==> config.mk <==
export PLATFORM = sky130hd
export DESIGN_NAME = reg8_share_arb
export DESIGN_NICKNAME = d
export VERILOG_FILES = /design/src/rtl/reg8_share_arb.sv
export SDC_FILE = /design/constraint.sdc
export NUM_CORES = 1
export LEC_CHECK = 0
export ABC_AREA = 1
export CORE_AREA = 2 2 54 56
export DETAILED_ROUTE_END_ITERATION = 10
export DIE_AREA = 0 0 56 58
export MAX_ROUTING_LAYER = met4
export PLACE_DENSITY_LB_ADDON = 0.05
export REMOVE_ABC_BUFFERS = 1
export SLEW_MARGIN = 20
export SYNTH_ARGS = -nofsm -noshare
export SYNTH_HDL_FRONTEND = slang
export SYNTH_SLANG_ARGS = --single-unit
==> constraint.sdc <==
create_clock -name clk -period 3.6 [get_ports clk]
set_input_delay 0.36 -clock clk [delete_from_list [all_inputs] [get_ports clk]]
set_output_delay 0.36 -clock clk [all_outputs]
set_load 0.1 [all_outputs]
==> src/rtl/reg8_share_arb.sv <==
// Round-robin write arbiter that shares one WIDTH-bit register among NREQ requesters.
// A winner may lock the register for back-to-back exclusive writes.

module reg8_share_arb_lane #(
    parameter int NREQ  = 4,
    parameter int WIDTH = 8,
    parameter int PW    = 2,
    parameter int IDX   = 0
) (
    input  logic [NREQ-1:0]  req,
    input  logic [PW-1:0]    ptr,
    input  logic [PW-1:0]    owner,
    input  logic             locked,
    input  logic             en,
    input  logic [WIDTH-1:0] d_lane,
    output logic             gnt,
    output logic [WIDTH-1:0] d_sel
);
    localparam logic [PW-1:0] MY_IDX = PW'(IDX);

    // Position of requester j in the rotating scan that starts at ptr.
    function automatic int scan_pos(input int j, input logic [PW-1:0] p);
        int r;
        r = j + NREQ - int'(p);
        if (r >= NREQ) r = r - NREQ;
        return r;
    endfunction

    logic blocked;
    int   my_pos;

    always_comb begin
        blocked = 1'b0;
        my_pos  = scan_pos(IDX, ptr);
        for (int j = 0; j < NREQ; j++) begin
            if (j != IDX && req[j] && scan_pos(j, ptr) < my_pos)
                blocked = 1'b1;
        end
        if (!en)
            gnt = 1'b0;
        else if (locked)
            gnt = req[IDX] && (owner == MY_IDX);
        else
            gnt = req[IDX] && !blocked;
        d_sel = gnt ? d_lane : '0;
    end
endmodule

module reg8_share_arb #(
    parameter int NREQ  = 4,
    parameter int WIDTH = 8
) (
    input  logic                     clk,
    input  logic                     areset_n,
    input  logic [NREQ-1:0]          req,
    input  logic [NREQ-1:0]          lock,
    input  logic [NREQ*WIDTH-1:0]    d,
    output logic [NREQ-1:0]          gnt,
    output logic [WIDTH-1:0]         q,
    output logic                     q_upd,
    output logic [$clog2(NREQ)-1:0]  owner,
    output logic                     locked
);
    localparam int PW = $clog2(NREQ);

    typedef enum logic {OPEN, LOCKED} mode_t;

    mode_t                       mode, mode_nxt;
    logic [PW-1:0]               ptr, ptr_nxt;
    logic [PW-1:0]               win_idx;
    logic                        wr;
    logic [WIDTH-1:0]            wr_data;
    logic [NREQ-1:0][WIDTH-1:0]  d_sel;

    assign locked = (mode == LOCKED);

    // One arbitration slice per requester; each decides its own grant.
    generate
        for (genvar i = 0; i < NREQ; i++) begin : g_lane
            reg8_share_arb_lane #(
                .NREQ (NREQ),
                .WIDTH(WIDTH),
                .PW   (PW),
                .IDX  (i)
            ) u_lane (
                .req   (req),
                .ptr   (ptr),
                .owner (owner),
                .locked(locked),
                .en    (areset_n),
                .d_lane(d[i*WIDTH +: WIDTH]),
                .gnt   (gnt[i]),
                .d_sel (d_sel[i])
            );
        end
    endgenerate

    always_comb begin
        win_idx = '0;
        wr_data = '0;
        for (int i = 0; i < NREQ; i++) begin
            if (gnt[i]) win_idx = PW'(i);
            wr_data = wr_data | d_sel[i];
        end
        wr      = |gnt;
        ptr_nxt = (win_idx == PW'(NREQ-1)) ? '0 : win_idx + PW'(1);
    end

    // Lock exit looks only at the owner's lock bit, write or no write.
    always_comb begin
        mode_nxt = mode;
        case (mode)
            OPEN:    if (wr && lock[win_idx]) mode_nxt = LOCKED;
            LOCKED:  if (!lock[owner])        mode_nxt = OPEN;
            default: mode_nxt = OPEN;
        endcase
    end

    always_ff @(posedge clk or negedge areset_n) begin
        if (!areset_n) begin
            mode  <= OPEN;
            ptr   <= '0;
            owner <= '0;
            q     <= '0;
            q_upd <= 1'b0;
        end else begin
            mode  <= mode_nxt;
            q_upd <= wr;
            if (wr) begin
                q     <= wr_data;
                owner <= win_idx;
                ptr   <= ptr_nxt;
            end
        end
    end
endmodule

After elaboration in Yosys (flattened, before gate mapping)
Cells that the tools add are included.

Output and inout port bits: 16. Input port bits: 42. Word-level logic and storage cells: 106. Flip-flop bits (word level): 14.

Mux-type cells: 39. Add/sub/neg operators: 9. Order comparisons: 18. Equality and inequality tests: 4. Reduce and logical (&&, ||, !) cells: 27. Bitwise operators: 4.

Operators by type and width (number): $lt 32x32->1 (12); $ge 32x4->1 const B (4); $mux 32 (4); $sub 32x4->32 const B (4); $mux 8 (4); $mux 1 (25); $or 8x8->8 (3); $logic_and 1x1->1 (21); $sub 3x2->4 const A (4); $eq 2x2->1 const B (3); $lt 2x3->1 const B (2); $mux 2 (3); $bmux 1 s2 (2); $logic_not 1->1 (4); $reduce_or 4->1 (1); $add 2x1->2 const B (1); $eq 2x1->1 const B (1); $logic_not 2->1 (1); $pmux 1 s2 (1); $not 1->1 (1).

Longest topological paths before layout
Word-level depth: 20. Gate-level depth with buffers: 14. Mapped depth without buffers: 14.

Cells and area by module
From an unflattened synthesis, not the netlist that was laid out.

Cell total of the unflattened synthesis: 213. Area total of the unflattened synthesis: 1268.7 sq um.

By module, submodules not included: reg8_share_arb (sequential area each 350.3 sq um, area an instance 704.4 sq um, cells each 88, instances 1); reg8_share_arb_lane (g_lane[0].u_lane) (sequential area each 0.0 sq um, area an instance 160.2 sq um, cells each 33, instances 1); reg8_share_arb_lane (g_lane[2].u_lane) (sequential area each 0.0 sq um, area an instance 146.4 sq um, cells each 32, instances 1); reg8_share_arb_lane (g_lane[1].u_lane) (sequential area each 0.0 sq um, area an instance 130.1 sq um, cells each 31, instances 1); reg8_share_arb_lane (g_lane[3].u_lane) (sequential area each 0.0 sq um, area an instance 127.6 sq um, cells each 29, instances 1).

Worst setup path after synthesis
Ideal clock, no wire load.

Path kind: reg2out. Start: reg owner[1]. End: out gnt[1]. Stages on the path, launching flop included: 7. Path buffers: 1. Data arrival time: 1906 ps. Slack: 1334 ps. Required time: 3240 ps. Cells stage by stage: dfrtp_1 -> inv_1 -> nand2_1 -> a21oi_1 -> nand2_1 -> clkinv_1 -> buf_4.

Word-level cells in the longest chain between the ends: 4.

RTL lines: from (decl) (RTL line 61) `output logic [$clog2(NREQ)-1:0] owner,`; from (signal assigned) (RTL line 131) `owner <= win_idx;`; $eq 2x1->1 (RTL line 42) `gnt = req[IDX] && (owner == MY_IDX);`; $logic_and 1x1->1 (RTL line 42); $mux 1 (RTL line 41) `else if (locked)`; $mux 1 (RTL line 39) `if (!en)`; to (decl) (RTL line 58) `output logic [NREQ-1:0] gnt,`.

No other way between the ends.

Worst setup path after layout
Start: reg ptr[1]. End: out gnt[2].

Word-level cells in the longest chain between the ends: 12. Elaborated cells between the ends (all ways): 29.

RTL lines: from (decl) (RTL line 69) `logic [PW-1:0] ptr, ptr_nxt;`; from (signal assigned) (RTL line 132) `ptr <= ptr_nxt;`; $sub 3x2->4 (RTL line 24) `r = j + NREQ - int'(p);`; $sub 32x4->32 / $ge 32x4->1 (equally long branches) (RTL line 25) `if (r >= NREQ) r = r - NREQ;`; $mux 32 (on tied branches); $lt 32x32->1 (RTL line 36) `if (j != IDX && req[j] && scan_pos(j, ptr) < my_pos)`; $logic_and 1x1->1 (RTL line 36); $mux 1 (2 in series) (RTL line 36); $mux 1 * (RTL line 36); $logic_not 1->1 * (RTL line 44) `gnt = req[IDX] && !blocked;`; $logic_and 1x1->1 * (RTL line 44); $mux 1 * (RTL line 41); $mux 1 * (RTL line 39).

Every way passes the cells marked *; elsewhere a longest branch is shown, timed or not.

==> out/metrics.cfg <==
[critical_path]
cp_max_fo = 9
start_kind = flip-flop
critPathCaptureType = output port
critPathBufInv = 4
cp_data_required_time_ps = 3240
crit_top_cell = nand2_1
worstPathArrival_ps = 2050
worstPathCellList = inv_1 > ha_1 > inv_1 > nand2_1 > nand3_1 > nand2_1 > nand2_1 > clkinv_1 > buf_4
cp_slowest_cell = dfrtp_1
path_class = reg -> out
cp_slowest_stage_delay_ps = 430
critPathTopFamily = buffers and inverters

[timing]
max_slew_margin = 0.3370
post-route-period-util = 0.6698
period_minus_slack_ps = 2411
tightest_slew_ps = 991.4
finalHoldViolations = 0
finalSetupTns_ps = 0
rsz0062_at_grt = no
clock-skew-final_ps = 5.220
setup_violations = 0
final-max-slew-violation-count = 0
clock.fmax_mhz = 414.7

[global_routing]
grt_max_degree = 14
grt_pass1_wl_mm = 4.843
gr-usage-all-layers = 0.1942
antenna_found_initial = 0
grt_pass1_vias = 1122
grt_overflow_total = 0

[yosys]
synthXorXnorAreaFrac = 0
synth_area_per_cell_um2 = 6.300
ys_seq_area_frac = 0.3271
ys_seq_elements = 14
synthAdderAreaFrac = 0.05841
syn_area_um2 = 1071
synth.distinct_cells = 18
synth_simple_gate_area_frac = 0.4100
synth_mux_area_frac = 0
synth_top_family_by_area = simple AND/OR/NAND/NOR gates
yosys_warnings = 0
syn_inst = 170
synth_compound_area_frac = 0.06776

[floorplanning]
io_pins = 58
die_w_um = 56
initial_core_util = 0.4023
die_h_um = 58
design.die.area_um2 = 3248
core_um2 = 2663
rows = 19

[clock_network]
cts_buffers = 3
cts_tree = done
h-tree-depth = 1
clk_latency_ps = 280
ctsHoldBuffers = 0
cts_resized = 0
clkSlewWorstSetupHoldPaths_ps = 100
cts_max_path_buffers = 2
postCtsSetupBuffers = 0
clock-root-buffer = clkbuf_4
cts.sinks = 14

[hold_path]
hp-class = in -> async

[finish]
syn_to_final_growth_pct = 56.19
layout_commonest_cell = nand2_1
drive_gt1_frac = 0.05727
layout_common_cells = 81 x nand2_1, 53 x clkdlybuf4s50_1, 24 x inv_1
nFillCells = 268
final_cells = 258
fin_nets = 275
antenna_cells = 0

[detailed_routing]
antenna_left = 0
vias = 1259
wl_per_cell_um = 11.62
drt-total-wl_mm = 2.998
drc = 0
drt-initial-drc-count = 36
dr.pass1.iters = 4
vias_per_cell = 4.880

[placed_design]
dpl.cell_count = 254
dp_hpwl_mm = 2.400
io_buffers = 57
place_congestion = 0.8568

[run]
drv_cap = 0

[status]
status = complete, no violations

[power]
power.leakage_nw = 0.8368
p_total_mw = 1.562
ir_drop_mv = 0.6901
powerDensity_nw_per_um2 = 934.0

## registers in the layout (all words and copies together), names as in the netlist
| register | cells |
|---|---|
| q | 8 |
| owner | 2 |
| ptr | 2 |
| locked | 1 |
| q_upd | 1 |
## final timing paths
kind,slack [ps],endpoint,startpoint,depth (start not counted)
worst min-delay path,340,q_upd$_DFF_PN0_,areset_n,1
worst max-delay path,1190,gnt[2],ptr[1]$_DFFE_PN0P_,9
worst max register to register,1670,owner[0]$_DFFE_PN0P_,ptr[1]$_DFFE_PN0P_,12
max in group asynchronous,2780,q[6]$_DFFE_PN0P_,areset_n,2
worst min register to register,500,q[7]$_DFFE_PN0P_,q[7]$_DFFE_PN0P_,2
min in group clk,500,q[7]$_DFFE_PN0P_,q[7]$_DFFE_PN0P_,2
## through the flow
| step | hold slack, ps | setup slack (ps) | util | instance area, um^2 |
|---|---|---|---|---|
| CTS | 343.3 | 1161 | 0.6283 | 1673 |
| detailed placement | 474.1 | 1238 | 0.6147 | 1637 |
| global route | 343.6 | 1014 | 0.6283 | 1673 |
| finish | 342.9 | 1189 | 0.6283 | 1673 |
| global placement | 468.7 | 1288 | 0.6147 | 1637 |
| floorplan | 64.41 | 880.0 | - | 1030 |
## per-layer routing
metal  GRT usage  wire (um)
met5           -          0
met4     0.06122         15
met3     0.04464        270
met2      0.3412       1509
met1      0.2205       1202
## cell type report
type,instances,area (um^2),area share
multi-input cells,123,574.3,0.3433
inverters,28,105.1,0.06283
repair buffers,58,568.0,0.3396
flip-flops and latches,14,350.3,0.2094
well taps,31,38.79,0.02319
clock buffers,4,36.28,0.02169
## kinds of logic after synthesis
logic type / after synthesis
AO/OA/AOI/OAI: 12
AND/OR/NAND/NOR: 106
flip-flops: 14
adder cells (fa/ha/maj): 5
buffers and inverters: 33
## cells in the mapped netlist
library cell	number	area [um^2]
inv_1	24	90.09
buf_6	1	11.26
nand2_2	2	12.51
nand3_1	7	35.03
nand2_1	81	304.0
o21bai_1	2	15.01
nor2_1	7	26.28
o211ai_1	1	7.510
ha_1	5	62.56
o21ai_2	1	8.760
nor2_4	1	11.26
o21ai_0	3	15.01
nand4_1	8	50.05
clkinv_1	4	15.01
o22ai_1	1	6.260
a21oi_1	4	20.02
dfrtp_1	14	350.3
buf_4	4	30.03
## power by group
part / switching, mW / internal [mW]
registers: 0.0637 / 0.237
logic: 0.848 / 0.295
clock network: 0.0569 / 0.0615
total: 0.969 / 0.594
(Power assumes the default switching activity.)
